===== src/rtl/status_reporter.sv =====
// Serialises one 32-bit status word as 4 UART bytes, MSB byte first, 8N1, LSB bit first.
// Optional build macro STATUS_REPORTER_CHECKSUM_EN appends an XOR checksum byte.
module status_reporter #(
  parameter int unsigned BAUD_CYCLES   = 434,
  parameter int unsigned IDLE_GAP_BITS = 0
) (
  input  logic        i_clk,
  input  logic        i_rst,
  input  logic        i_stb,
  input  logic [31:0] i_data,
  output logic        o_ready,
  output logic        o_done,
  output logic        o_uart_tx
);

`ifdef STATUS_REPORTER_CHECKSUM_EN
  localparam int unsigned N_BYTES = 5;
`else
  localparam int unsigned N_BYTES = 4;
`endif
  localparam int unsigned SHW = N_BYTES * 8;
  localparam int unsigned CW  = $clog2(BAUD_CYCLES);

  localparam logic [CW-1:0] CNT_LAST  = CW'(BAUD_CYCLES - 1);
  localparam logic [CW-1:0] CNT_PRE   = CW'(BAUD_CYCLES - 2);
  localparam logic [3:0]    GAP_LAST  = 4'(IDLE_GAP_BITS - 1);
  localparam logic [2:0]    BYTE_LAST = 3'(N_BYTES - 1);
  localparam logic          HAS_GAP   = (IDLE_GAP_BITS != 0);

  typedef enum logic [2:0] {
    S_IDLE,
    S_START,
    S_DATA,
    S_STOP,
    S_GAP
  } state_t;

  state_t         state;
  logic [CW-1:0]  baud_cnt;
  logic [2:0]     bit_idx;
  logic [2:0]     byte_idx;
  logic [3:0]     gap_cnt;
  logic [SHW-1:0] shreg;
  logic [SHW-1:0] load_word;
  logic [7:0]     cur_byte;
  logic           bit_end;
  logic           last_bit_time;
  logic           finish_now;

`ifdef STATUS_REPORTER_CHECKSUM_EN
  assign load_word = {i_data, i_data[31:24] ^ i_data[23:16] ^ i_data[15:8] ^ i_data[7:0]};
`else
  assign load_word = i_data;
`endif

  assign cur_byte = shreg[SHW-1 -: 8];
  assign bit_end  = (baud_cnt == CNT_LAST);

  // Finishing one cycle early lets o_ready/o_done coincide with the final bit-time cycle,
  // so a new word accepted on the next edge starts its start bit with no idle gap.
  assign last_bit_time = (byte_idx == BYTE_LAST) &&
                         (((state == S_STOP) && !HAS_GAP) ||
                          ((state == S_GAP) && (gap_cnt == GAP_LAST)));
  assign finish_now    = last_bit_time && (baud_cnt == CNT_PRE);

  always_ff @(posedge i_clk or posedge i_rst) begin
    if (i_rst) begin
      state     <= S_IDLE;
      baud_cnt  <= '0;
      bit_idx   <= '0;
      byte_idx  <= '0;
      gap_cnt   <= '0;
      shreg     <= '0;
      o_ready   <= 1'b1;
      o_done    <= 1'b0;
      o_uart_tx <= 1'b1;
    end else begin
      o_done <= 1'b0;
      if (state != S_IDLE) begin
        baud_cnt <= bit_end ? '0 : baud_cnt + CW'(1);
      end

      if (finish_now) begin
        state    <= S_IDLE;
        baud_cnt <= '0;
        byte_idx <= '0;
        o_ready  <= 1'b1;
        o_done   <= 1'b1;
      end else begin
        case (state)
          S_IDLE: begin
            if (i_stb) begin
              shreg     <= load_word;
              byte_idx  <= '0;
              baud_cnt  <= '0;
              o_ready   <= 1'b0;
              o_uart_tx <= 1'b0;
              state     <= S_START;
            end
          end
          S_START: begin
            if (bit_end) begin
              bit_idx   <= '0;
              o_uart_tx <= cur_byte[0];
              state     <= S_DATA;
            end
          end
          S_DATA: begin
            if (bit_end) begin
              if (bit_idx == 3'd7) begin
                o_uart_tx <= 1'b1;
                shreg     <= {shreg[SHW-9:0], 8'h00};
                state     <= S_STOP;
              end else begin
                bit_idx   <= bit_idx + 3'd1;
                o_uart_tx <= cur_byte[bit_idx + 3'd1];
              end
            end
          end
          S_STOP: begin
            if (bit_end) begin
              if (HAS_GAP) begin
                gap_cnt <= '0;
                state   <= S_GAP;
              end else begin
                byte_idx  <= byte_idx + 3'd1;
                o_uart_tx <= 1'b0;
                state     <= S_START;
              end
            end
          end
          S_GAP: begin
            if (bit_end) begin
              if (gap_cnt == GAP_LAST) begin
                byte_idx  <= byte_idx + 3'd1;
                o_uart_tx <= 1'b0;
                state     <= S_START;
              end else begin
                gap_cnt <= gap_cnt + 4'd1;
              end
            end
          end
          default: begin
            state     <= S_IDLE;
            o_ready   <= 1'b1;
            o_uart_tx <= 1'b1;
          end
        endcase
      end
    end
  end

endmodule


===== config.mk =====
export PLATFORM = sky130hd
export DESIGN_NAME = status_reporter
export DESIGN_NICKNAME = d
export VERILOG_FILES = /design/src/rtl/status_reporter.sv
export SDC_FILE = /design/constraint.sdc
export NUM_CORES = 1
export LEC_CHECK = 0
export BUFFER_PORTS_ARGS = -buffer_cell sky130_fd_sc_hd__buf_2
export CORE_MARGIN = 2
export CORE_UTILIZATION = 50
export CTS_CLUSTER_SIZE = 16
export DETAILED_ROUTE_END_ITERATION = 16
export GPL_ROUTABILITY_DRIVEN = 1
export GPL_TIMING_DRIVEN = 0
export PLACE_DENSITY = 0.76
export SYNTH_ARGS = -nofsm -noshare
export SYNTH_HDL_FRONTEND = slang
export SYNTH_SLANG_ARGS = --single-unit

===== constraint.sdc =====
create_clock -name i_clk -period 2.7 [get_ports i_clk]
set_clock_uncertainty 0.15 [all_clocks]
set_input_delay 0.405 -clock i_clk [delete_from_list [all_inputs] [get_ports i_clk]]
set_output_delay 0.405 -clock i_clk [all_outputs]
set_load 0.05 [all_outputs]

Yosys cells after proc, flatten, opt, wreduce, memory -nomap -nowiden
Index checks and enable logic that the tools add are counted.
{"block": "classes", "div_mod_pow": 0, "n_bitwise": 2, "order_cmp": 1, "add_sub_neg": 4, "n_eq_ne": 25, "n_shift": 0, "mux": 41, "n_reduce_logical": 17, "mul": 0}
{"operator": "$mux 32", "n": 3}
{"operator": "$pmux 32 s2", "n": 1}
{"operator": "$mux 3", "n": 16}
{"operator": "$mux 9", "n": 5}
{"operator": "$eq 9x9->1 const B", "n": 2}
{"operator": "$ne 3x3->1 const B", "n": 6}
{"operator": "$pmux 3 s5", "n": 1}
{"operator": "$reduce_and 5->1", "n": 3}
{"operator": "$ne 2x2->1 const B", "n": 7}
{"operator": "$reduce_and 7->1", "n": 2}
{"operator": "$mux 1", "n": 10}
{"operator": "$add 9x1->9 const B", "n": 1}
{"operator": "$eq 3x2->1 const B", "n": 3}
{"operator": "$pmux 3 s3", "n": 1}
{"operator": "$add 3x1->3 const B", "n": 2}
{"operator": "$eq 3x3->1 const B", "n": 2}
{"operator": "$pmux 3 s2", "n": 1}
{"operator": "$pmux 1 s5", "n": 1}
{"operator": "$add 4x1->4 const B", "n": 1}
{"operator": "$eq 4x4->1 const B", "n": 1}
{"operator": "$lt 3x4->1 const B", "n": 1}
{"operator": "$ne 2x1->1 const B", "n": 2}
{"operator": "$reduce_and 4->1", "n": 1}
{"operator": "$reduce_bool 2->1", "n": 2}
{"operator": "12 further kinds", "n": 15}
{"block": "totals", "input_bits": 35, "mem_bits_ro": 0, "memories": 0, "register_bits": 57, "out_inout_bits": 3, "ram_bits": 0, "latchBits": 0}

Logic depth before layout (Yosys ltp)
{"block": "depth", "depth_word": 7, "depth_mapped": 8}

Worst setup path before layout
Ideal clock, no wire load.
{"block": "synth_timing", "kind": "flip-flop to flip-flop", "start": "register baud_cnt[1]", "end": "register state[1]", "n_path_buf": 0, "setup_time_ns": 0.125, "path_slack_ns": 0.554, "required_time_ns": 2.425, "path_stages_with_launch": 8, "arrival_time_ns": 1.871, "path_cell_list": "dfrtp_1 > inv_1 > ha_1 > or4b_4 > nor2_4 > a21oi_2 > o21ai_0 > mux2_2"}
{"block": "synth_between", "elab_chain_cells": 4, "word_cells_on_any_way": 12, "cone_classes": "9 x eq/ne; 1 x mux; 2 x reduce/logical"}
{"element": "start: declaration", "line_no": "39", "source": "logic [CW-1:0] baud_cnt;"}
{"element": "start signal: assignment", "line_no": "80", "source": "baud_cnt <= bit_end ? '0 : baud_cnt + CW'(1);"}
{"element": "$eq 9x9->1", "line_no": "64", "source": "assign finish_now = last_bit_time && (baud_cnt == CNT_PRE);"}
{"element": "$logic_and 1x1->1", "line_no": "64"}
{"element": "$ne 3x3->1 (no source line) / $ne 3x2->1 (equally long branches)"}
{"element": "$reduce_and 7->1 (no source line)"}
{"element": "end signal: assignment", "line_no": "68", "source": "state <= S_IDLE;"}
{"element": "end signal: assignment", "line_no": "84", "source": "state <= S_IDLE;"}
{"element": "end signal: assignment", "line_no": "98", "source": "state <= S_START;"}
{"element": "end: declaration", "line_no": "38", "source": "state_t state;"}
Parallel ways exist; a longest one is shown, timed or not.
A chain may end at the register's enable or synchronous reset.

Worst setup path after layout
Ends and elaborated chain as after synthesis.

==> key figures <==
Run status
  • Status: finished, final reports clean

Clocking
  • Root Buffer: clkbuf_8
  • Post-CTS Resized: 0
  • H-tree depth: 2
  • Worst-skew pair later-pin latency: between 300 and 400 ps
  • Clock Pin Slew Worst Setup and Hold Paths: ~100 ps
  • CTS tree: built
  • Bufs on Longest Clock Path: 2
  • CTS Buf Count: 5
  • Clock sinks: 52
  • Post-CTS setup buffer count: 0

Timing
  • Tmin final: about 2400 ps
  • Worst slew pin tran: 610 ps
  • Final setup vio count: 0
  • Fin. Hold Viols: 0
  • Setup TNS: 0 ps
  • Highest clock rate: 0.419 GHz
  • Worst setup margin: between 300 and 400 ps
  • Fin Hold WS: ~170 ps
  • RSZ-0062 raised after global routing: no
  • Slew Limit Headroom: slightly below 60%
  • Final period util: between 80% and 90%
  • Final slew viol count: 0

Layout
  • Most frequent cells in the layout: dfrtp_1, nand2_1, buf_2, mux2i_1, o21ai_1
  • Layout cell share with drive strength beyond 1: around a quarter
  • FF/Latch Area: ~1300 µm²
  • Post-route design area: ~3200 µm²
  • Multi-input gate area: 1370 µm²
  • Synth-to-Final Area Change: 13.8%
  • Commonest non-fill, non-tap cell in the layout: dfrtp_1
  • Filler cell count: 510
  • # diodes: 0
  • NumNets Final: around 370

Hold path
  • Hold Path Stages: 3
  • Hold Path Class: in -> reg
  • HP Start: i_data[5]
  • Hold endpoint: shreg[5]

Floorplan
  • I/O pin cnt: 38
  • Site row count: 27
  • Starting density of the core: roughly half
  • Die area: between 6000 and 7000 µm²
  • Die W: 79.1 µm
  • CORE AREA: approximately 5500 µm²
  • Floorplan die height: slightly below 80 µm

Placed design
  • DP HPWL: between 4000 and 5000 µm
  • DP Area: about 3100 µm²
  • Placer congestion estimate: between 0.7 and 0.8
  • Post-place setup slack: around 310 ps
  • I/O Buffers: 37

Global routing
  • GRT Util Overall: between 10% and 20%
  • Initial antenna violation count: 0
  • Largest net degree at the start of global routing: 37
  • Vias in the first global route: approximately 2,200
  • GRT overflow: 0
  • First-pass GRT wire length: about 9400 µm

Critical path
  • Crit Path Category: reg -> reg
  • Worst r2r src: baud_cnt[1]
  • Worst Path Arrival: about 2400 ps
  • R2R depth: 7
  • CP required: approximately 2800 ps
  • Reg2reg setup slack: between 300 and 400 ps
  • Reg-to-reg endpoint: state[1]
  • Setup crit end kind: flop
  • CP max FO: 8
  • Startpoint Class: flop

Routing
  • DR vias: 2,063
  • Remaining antenna violation count: 0
  • Drt total wl: about 5300 µm
  • Number of DRC markers in iteration 0: 80
  • DRC Markers: 0
  • Vias per cell: about 5.3
  • Wire per inst: 13.5 µm
  • DRT Pass-1 Iters: 4

Power and ir drop
  • Design Power: approximately 3500 µW
  • Power Density: 1080 nW/µm²
  • Leak: around 0.0015 µW
  • Worst VDD drop: 0.000514 V

Synthesis
  • Share of flip-flops with an asynchronous set or reset: 100%
  • Post-synth EDFFs: 0
  • Synth Area per Inst: slightly above 10 µm²
  • Top_reg_cell synth: dfrtp_1
  • Post-synth top area cell: dfrtp_1
  • Top cell type's share of synthesized area: 44.3%
  • Synth Register Bits: 52
  • Mapped Cells: around 270
  • Mapped Area: between 2000 and 3000 µm²
  • Unique masters post-synth: 44
  • Top cells by area, synth: dfrtp_1, mux2i_1, nand2_1
  • Synthesized Nets: 320
  • Synthesis Warnings: 0
  • Post-synthesis sequential area ratio: a little under half

Flow run
  • Max Cap Viol: 0
-- registers in the layout, summed over array words and instances (netlist names) --
register	flops
state	2
baud_cnt	9
bit_idx	3
shreg	32
o_ready	1
o_uart_tx	1
byte_idx	3
o_done	1
-- stage by stage --
| stage | utilization (%) | std cells |
|---|---|---|
| floorplan | - | 273 |
| global placement | 56.6 | 382 |
| detailed placement | 57.0 | 383 |
| CTS | 58.7 | 391 |
| global route | 58.7 | 391 |
| finish | 58.7 | 391 |
-- per-layer routing --
metal / wire length, µm / GRT usage [%] / up-vias
li1: - / - / 1029
met1: 2220 / 21.9 / 994
met2: 2800 / 34.8 / 35
met3: 187 / 3.64 / 5
met4: 62 / 6.90 / 0
met5: 0 / 0 / -
-- critical path, cell delays in order, from the launching register on --
cell,delay (ps)
dfrtp_1,430
inv_1,100
ha_1,210
or4b_4,510
nor2_4,220
a21oi_2,100
o21ai_0,200
mux2_2,360
-- synthesized netlist by cell type, types with 2 or more instances --
library cell	n
dfrtp_1	50
o21ai_1	22
nand4_1	2
mux2i_1	28
dlygate4sd1_1	3
dfstp_2	2
xnor2_1	3
nand3_1	5
clkbuf_8	2
buf_6	5
nor2_1	16
inv_1	9
nor3_1	3
ha_1	12
a21oi_1	5
xor2_1	3
o21ai_0	9
mux2_2	3
nand2b_1	11
a22o_1	3
nand2_1	44
o21ai_2	11
-- final cells by class --
cell class	count	area share (%)
clock inverter	2	0.506
buffer	11	3.58
timing repair buffer	39	6.70
tap	72	2.80
clock buffer	5	2.14
sequential	52	40.6
inverter	9	1.05
multi-input combinational	201	42.6
-- cell families (layout without fill, tap and decap cells) --
group	after synthesis	count (layout)	synth area share, %
and+or+nand+nor	95	95	16.4
buffers and inverters	20	66	5.27
AOI/OAI and AO/OA	56	56	13.0
adders and majority gates	12	12	5.32
muxes	32	32	11.9
xor gates and xnor gates	6	6	1.86
DFF	52	52	46.2
-- power breakdown --
group          switching [µW]  internal, µW
clock                     261           181
combinational             948           812
sequential                188          1090
-- timing repair --
action / in CTS / in global routing
hold endpoints to repair: 14 / 0
hold buffers: 1 / 0
endpoints found under the setup margin: 0 / 0
-- worst max path at each step --
stage                 from   endpoint  slack (ps)  depth (start not counted)
5_1_grt        baud_cnt[1]   state[1]         180                          7
2_1_floorplan  baud_cnt[1]   state[1]         550                          7
3_5_place_dp   baud_cnt[1]   state[1]         310                          7
4_1_cts        baud_cnt[1]   state[1]         300                          7
6_report       baud_cnt[1]   state[1]         310                          7
3_3_place_gp         i_rst  shreg[15]         200                          2
(Power assumes the default switching activity.)
